File: src/rtl/mem_arb_pkg.sv
// Shared types for the memory write arbiter: controller states and requester ids.
// Grant policy is selected by MEM_WRITE_ARB_ROUND_ROBIN_EN (see mem_arb_grant).
package mem_arb_pkg;

  typedef enum logic {
    IDLE     = 1'b0,
    CLEARING = 1'b1
  } arb_state_e;

  typedef enum logic {
    HOST   = 1'b0,
    ENGINE = 1'b1
  } req_id_e;

endpackage

File: src/rtl/mem_arb_grant.sv
// Two-way combinational grant between host and engine write requesters.
// Define MEM_WRITE_ARB_ROUND_ROBIN_EN for round-robin; otherwise the host always wins.
module mem_arb_grant
  import mem_arb_pkg::*;
(
  input  logic clk,
  input  logic reset,
  input  logic allow,
  input  logic host_valid,
  input  logic eng_valid,
  output logic host_ready,
  output logic eng_ready
);

`ifdef MEM_WRITE_ARB_ROUND_ROBIN_EN
  req_id_e last_grant_q;
  req_id_e last_grant_d;

  // NOTE: every always_comb output gets a default first so no path can infer a latch.
  always_comb begin
    host_ready   = 1'b0;
    eng_ready    = 1'b0;
    last_grant_d = last_grant_q;
    if (allow) begin
      if (host_valid && eng_valid) begin
        host_ready = (last_grant_q == ENGINE);
        eng_ready  = (last_grant_q == HOST);
      end else begin
        host_ready = host_valid;
        eng_ready  = eng_valid;
      end
    end
    // A ready is only raised alongside its valid, so ready implies acceptance.
    if (host_ready) begin
      last_grant_d = HOST;
    end else if (eng_ready) begin
      last_grant_d = ENGINE;
    end
  end

  // NOTE: sequential state uses non-blocking assignments only; blocking here would race other flops.
  always_ff @(posedge clk) begin
    if (reset) begin
      last_grant_q <= ENGINE;
    end else begin
      last_grant_q <= last_grant_d;
    end
  end
`else
  logic unused_clk_reset;
  assign unused_clk_reset = clk ^ reset;

  always_comb begin
    host_ready = 1'b0;
    eng_ready  = 1'b0;
    if (allow) begin
      host_ready = host_valid;
      eng_ready  = eng_valid && !host_valid;
    end
  end
`endif

endmodule

File: src/rtl/mem_write_arbiter.sv
// Arbitrates host/engine writes onto one registered memory write port and runs clear sweeps.
// Grant policy: MEM_WRITE_ARB_ROUND_ROBIN_EN defined -> round-robin, else host priority.
module mem_write_arbiter
  import mem_arb_pkg::*;
#(
  parameter int                    DATA_WIDTH    = 8,
  parameter int                    DEPTH         = 16,
  parameter logic [DATA_WIDTH-1:0] DEFAULT_VALUE = '0
) (
  input  logic                     clk,
  input  logic                     reset,
  input  logic                     clear_req,
  input  logic                     host_valid,
  output logic                     host_ready,
  input  logic [$clog2(DEPTH)-1:0] host_addr,
  input  logic [DATA_WIDTH-1:0]    host_data,
  input  logic                     eng_valid,
  output logic                     eng_ready,
  input  logic [$clog2(DEPTH)-1:0] eng_addr,
  input  logic [DATA_WIDTH-1:0]    eng_data,
  output logic                     wea,
  output logic [$clog2(DEPTH)-1:0] addra,
  output logic [DATA_WIDTH-1:0]    dia,
  output logic                     busy,
  output logic                     clear_done_pulse
);

  localparam int AW = $clog2(DEPTH);
  localparam logic [AW-1:0] LAST_ADDR = AW'(DEPTH - 1);

  arb_state_e            state_q, state_d;
  logic [AW-1:0]         sweep_addr_q, sweep_addr_d;
  logic                  wea_q, wea_d;
  logic [AW-1:0]         addra_q, addra_d;
  logic [DATA_WIDTH-1:0] dia_q, dia_d;
  logic                  clear_done_q, clear_done_d;

  logic allow;
  logic host_acc;
  logic eng_acc;

  // Readies drop during reset, throughout a sweep, and whenever a clear is being requested.
  assign allow = !reset && (state_q == IDLE) && !clear_req;

  mem_arb_grant u_grant (
    .clk        (clk),
    .reset      (reset),
    .allow      (allow),
    .host_valid (host_valid),
    .eng_valid  (eng_valid),
    .host_ready (host_ready),
    .eng_ready  (eng_ready)
  );

  assign host_acc = host_valid && host_ready;
  assign eng_acc  = eng_valid && eng_ready;

  always_comb begin
    state_d      = state_q;
    sweep_addr_d = sweep_addr_q;
    wea_d        = 1'b0;
    addra_d      = addra_q;
    dia_d        = dia_q;
    clear_done_d = 1'b0;
    case (state_q)
      IDLE: begin
        if (clear_req) begin
          state_d      = CLEARING;
          sweep_addr_d = '0;
        end else if (host_acc) begin
          wea_d   = 1'b1;
          addra_d = host_addr;
          dia_d   = host_data;
        end else if (eng_acc) begin
          wea_d   = 1'b1;
          addra_d = eng_addr;
          dia_d   = eng_data;
        end
      end
      CLEARING: begin
        wea_d        = 1'b1;
        addra_d      = sweep_addr_q;
        dia_d        = DEFAULT_VALUE;
        sweep_addr_d = sweep_addr_q + 1'b1;
        if (sweep_addr_q == LAST_ADDR) begin
          state_d      = IDLE;
          clear_done_d = 1'b1;
        end
      end
      default: state_d = IDLE;
    endcase
  end

  always_ff @(posedge clk) begin
    if (reset) begin
      state_q      <= IDLE;
      sweep_addr_q <= '0;
      wea_q        <= 1'b0;
      addra_q      <= '0;
      dia_q        <= '0;
      clear_done_q <= 1'b0;
    end else begin
      state_q      <= state_d;
      sweep_addr_q <= sweep_addr_d;
      wea_q        <= wea_d;
      addra_q      <= addra_d;
      dia_q        <= dia_d;
      clear_done_q <= clear_done_d;
    end
  end

  assign wea              = wea_q;
  assign addra            = addra_q;
  assign dia              = dia_q;
  assign busy             = (state_q == CLEARING);
  assign clear_done_pulse = clear_done_q;

endmodule

File: config.mk
export PLATFORM = sky130hd
export DESIGN_NAME = mem_write_arbiter
export DESIGN_NICKNAME = d
export VERILOG_FILES = /design/src/rtl/mem_arb_pkg.sv /design/src/rtl/mem_arb_grant.sv /design/src/rtl/mem_write_arbiter.sv
export SDC_FILE = /design/constraint.sdc
export NUM_CORES = 1
export LEC_CHECK = 0
export CAP_MARGIN = 20
export CORE_AREA = 4 4 84 63
export DETAILED_ROUTE_END_ITERATION = 10
export DIE_AREA = 0 0 88 67
export PLACE_DENSITY = 0.59
export SETUP_SLACK_MARGIN = 0.3
export SYNTH_ARGS = -nofsm -noshare
export SYNTH_HDL_FRONTEND = slang
export SYNTH_HIERARCHICAL = 1
export SYNTH_SLANG_ARGS = --single-unit
File: constraint.sdc
create_clock -name clk -period 2.5 [get_ports clk]
set_clock_uncertainty 0.2 [all_clocks]
set_input_delay 0.375 -clock clk [delete_from_list [all_inputs] [get_ports clk]]
set_output_delay 0.375 -clock clk [all_outputs]
set_load 0.01 [all_outputs]
==> qor.txt <==
TIMING
----------------------------------------------------------------------------------------
Number of failing setup endpoints in the final timing report                           0
Unrepaired setup endpoints after global routing                                    false
Portion of the clock cycle consumed by the worst path in the final layout         0.8377
Total Negative Setup Slacks                                                         0 ns
Max frequency                                                                  477.5 MHz
Shortest period the worst path allows                                           2.094 ns
Total count of max-transition violations in the final report                           0
Final number of hold-violating endpoints                                               0
Slew @ Worst Pin                                                               0.7248 ns
Slew headroom                                                                     0.5150

LOGIC SYNTHESIS
----------------------------------------------------------------------------------------
Synthesized-area fraction occupied by adder cells                                0.01153
Synthesized Nets                                                                     156
Yosys cell types                                                                      30
Per-instance average area after synthesis                                    8.609 sq um
Area of the mapped netlist                                                    1085 sq um
Largest family of logic cells by synthesized area                           compound AO/OA/AOI/OAI gates
Number of warning messages in the yosys log                                            6
Top cell type's share of synthesized area                                         0.3506
Cell types with the largest area share after synthesis                      sky130_fd_sc_hd__dfxtp_1 35%, sky130_fd_sc_hd__mux2i_1 8.3%, sky130_fd_sc_hd__a21boi_0 8.3%
Synthesized-area fraction occupied by ao, oa, aoi and oai cells                   0.2676
Number of flip-flops and latches in the synthesized netlist                           19
Share of the synthesized netlist area taken by xor and xnor gates                      0
Library cell occupying the most area in the post-synthesis netlist          sky130_fd_sc_hd__dfxtp_1
Sequential share of the synthesized area                                          0.3506
Mux cell area share after synthesis                                              0.08304
Synth Area in Simple Gates                                                        0.2284
Instance count of the mapped netlist                                                 126

CLOCK NETWORK
----------------------------------------------------------------------------------------
CTS Buf Count                                                                          3
Reg clk slew, reported paths                                                     0.07 ns
Worst-skew pair later-pin latency                                                0.26 ns
Clock net sink count                                                                  19
CTS tree                                                                            done
Clock root buffer                                                           sky130_fd_sc_hd__clkbuf_8
Number of setup buffers added after CTS                                                0
Max Root-Sink Buffers                                                                  2
Count of H-tree levels built during CTS                                                1

HOLD PATH
----------------------------------------------------------------------------------------
Depth of the worst hold-timing path                                                    2
Startpoint of the most critical hold path                                         dia[4]
Type of the worst min-delay path                                            flop to flop

GLOBAL ROUTING
----------------------------------------------------------------------------------------
Global-route wire length before repair                                           4733 um
Initial antenna violation count                                                        0
Number of global-route vias before repair                                            936
GRT Overall Usage                                                                 0.1037
Maximum number of pins on one net before global-route repair                          25
Residual overflow from global routing                                                  0

FLOORPLAN
----------------------------------------------------------------------------------------
Die Y                                                                              67 um
Die X-Extent                                                                       88 um
Area of the die                                                               5896 sq um
I/O Pins                                                                              46
Effective utilization at floorplan                                                0.2386
Floorplan Core Area                                                           4546 sq um
Site Rows                                                                             21

DETAILED ROUTING
----------------------------------------------------------------------------------------
Via density per instance                                                           4.621
Number of iterations in the first detailed-routing pass                                4
WL/cell                                                                         13.31 um
Count of vias placed by the detailed router                                         1049
DRC violation total after the first TritonRoute iteration                             74
Remaining DRCs                                                                         0
ANT nets after route                                                                   0
Total detailed-routing wirelength                                                3022 um

CRITICAL PATH
----------------------------------------------------------------------------------------
Crit. End Element                                                            output port
Crit path DAT                                                                    1.52 ns
CP Launch Type                                                                 input pin
Critical register-to-register path startpoint                                       busy
Start point of the critical path                                               clear_req
Kind of critical path                                                       input pin to output port
Crit-path max FO                                                                       3
Path depth of the worst reg2reg path                                                   4
CP required                                                                      1.92 ns

CELLS AND AREA
----------------------------------------------------------------------------------------
Register area                                                                380.4 sq um
Count of filler cells inserted in the layout                                         488
Final nets                                                                           201
Post-synthesis to final-layout area growth                                        51.10%
Multi-input combinational cell area                                          641.9 sq um
Antenna Diode Count                                                                    0
Share of post-route cells with drive strength above 1                            0.07647

PWR
----------------------------------------------------------------------------------------
Power per cell area                                                         421.3 nW/um^2
Total power of the final layout                                                0.6905 mW
Leak pwr                                                                       0.6432 nW
Largest voltage drop on the vdd net                                             224.9 uV

PLACE
----------------------------------------------------------------------------------------
PortBufs                                                                              45
Routability Congestion                                                            0.7735
Hpwl dp                                                                          2261 um

FLOW RUN
----------------------------------------------------------------------------------------
Maximum Capacitance Violations                                                         0

STATUS
----------------------------------------------------------------------------------------
Status                                                                         completed

-- cell usage in the layout (no fill, tap or decap), types with 4 or more instances in the layout --
master	n
sky130_fd_sc_hd__o21ai_0	12
sky130_fd_sc_hd__nor2_1	5
sky130_fd_sc_hd__mux2i_1	9
sky130_fd_sc_hd__dfxtp_1	19
sky130_fd_sc_hd__o2111ai_1	4
sky130_fd_sc_hd__and3_1	12
sky130_fd_sc_hd__o211ai_1	4
sky130_fd_sc_hd__buf_4	6
sky130_fd_sc_hd__nand2_1	4
sky130_fd_sc_hd__a21oi_1	4
sky130_fd_sc_hd__nor3b_1	5
sky130_fd_sc_hd__nand2b_1	8
sky130_fd_sc_hd__a21boi_0	12
sky130_fd_sc_hd__clkdlybuf4s50_1	43
-- path summary, 6_finish.rpt --
path                            slack (ns)        end
worst max register to register        0.66   addra[3]
worst min register to register        0.28     dia[4]
worst max-delay path                  0.41  eng_ready
worst min-delay path                  0.28     dia[4]
-- cell type report --
cell class              instances  share of cell area
repair buffers                 51              0.3008
clock buffers                   4             0.02748
inverters                       2            0.004580
multi-input cells              94              0.3916
flip-flops and latches         19              0.2321
well taps                      57             0.04351
-- cells in the mapped netlist --
| library cell | number |
|---|---|
| sky130_fd_sc_hd__a22oi_1 | 1 |
| sky130_fd_sc_hd__o2111ai_1 | 4 |
| sky130_fd_sc_hd__and3_1 | 12 |
| sky130_fd_sc_hd__nor3_1 | 3 |
| sky130_fd_sc_hd__a21oi_2 | 1 |
| sky130_fd_sc_hd__a22o_4 | 1 |
| sky130_fd_sc_hd__dfxtp_1 | 19 |
| sky130_fd_sc_hd__buf_2 | 5 |
| sky130_fd_sc_hd__clkbuf_1 | 4 |
| sky130_fd_sc_hd__nor3b_1 | 5 |
| sky130_fd_sc_hd__nand2b_1 | 8 |
| sky130_fd_sc_hd__nor2b_1 | 1 |
| sky130_fd_sc_hd__o21ai_1 | 1 |
| sky130_fd_sc_hd__clkbuf_2 | 1 |
| sky130_fd_sc_hd__nor2_1 | 5 |
| sky130_fd_sc_hd__nand2_1 | 4 |
| sky130_fd_sc_hd__mux2i_1 | 9 |
| sky130_fd_sc_hd__buf_6 | 1 |
| sky130_fd_sc_hd__ha_1 | 1 |
| sky130_fd_sc_hd__nand3_1 | 1 |
| sky130_fd_sc_hd__and4_1 | 1 |
| sky130_fd_sc_hd__and3b_1 | 1 |
| sky130_fd_sc_hd__inv_1 | 2 |
| sky130_fd_sc_hd__o211ai_1 | 4 |
| sky130_fd_sc_hd__a41oi_1 | 1 |
| sky130_fd_sc_hd__a211oi_1 | 1 |
| sky130_fd_sc_hd__a21boi_0 | 12 |
| sky130_fd_sc_hd__a21oi_1 | 4 |
| sky130_fd_sc_hd__o21ai_0 | 12 |
| sky130_fd_sc_hd__and2_2 | 1 |
-- cells by family (layout without fill, tap and decap cells) --
kind of cell    after synthesis  count (layout)
fa+ha+maj                     1               1
compound gates               42              42
simple gates                 42              42
flops                        19              19
mux                           9               9
buf+inv                      13              57
-- worst max-delay path, stage by stage --
cell and delay (ns):
sky130_fd_sc_hd__clkdlybuf4s50_1 0.43, sky130_fd_sc_hd__nor3_1 0.20, sky130_fd_sc_hd__and3b_2 0.24, sky130_fd_sc_hd__dlygate4sd2_1 0.27
-- routing by layer --
metal | share of wire | GRT usage | vias to the layer above
met3 | 0.068 | 0.02596 | 2
met2 | 0.42 | 0.1523 | 31
met1 | 0.50 | 0.1505 | 464
li1 | - | - | 552
met4 | 0.0083 | 0.02299 | 0
met5 | 0 | 0 | -
-- report_power, final --
group | leakage, nW | switching (mW) | internal, mW
registers | 0.155 | 0.00842 | 0.315
clock network | 0.0228 | 0.103 | 0.113
logic | 0.466 | 0.0633 | 0.0871
total | 0.643 | 0.175 | 0.516
-- per-stage QoR --
step / area [sq um] / setup WS (ns) / instances / util / hold WS [ns]
2_1_floorplan: 1085 / 0.3628 / 126 / - / 0.2751
3_3_place_gp: 1595 / 0.1326 / 223 / 0.3510 / 0.2655
3_5_place_dp: 1595 / 0.1082 / 223 / 0.3510 / 0.2682
4_1_cts: 1639 / 0.3923 / 227 / 0.3606 / 0.2799
5_1_grt: 1639 / 0.3012 / 227 / 0.3606 / 0.3001
6_report: 1639 / 0.4056 / 227 / 0.3606 / 0.2763
-- repair_timing --
item / 4_1_cts / 5_1_grt
resized for setup: 3 / 0
endpoints found under the setup margin: 2 / 0
hold buffers: 0 / 0
-- registers in the layout (all words and copies together), names as in the netlist --
name	flops
clear_done_pulse	1
wea	1
sweep_addr_q	4
addra	4
busy	1
dia	8
Note: power is estimated with default switching activity, not from simulation.
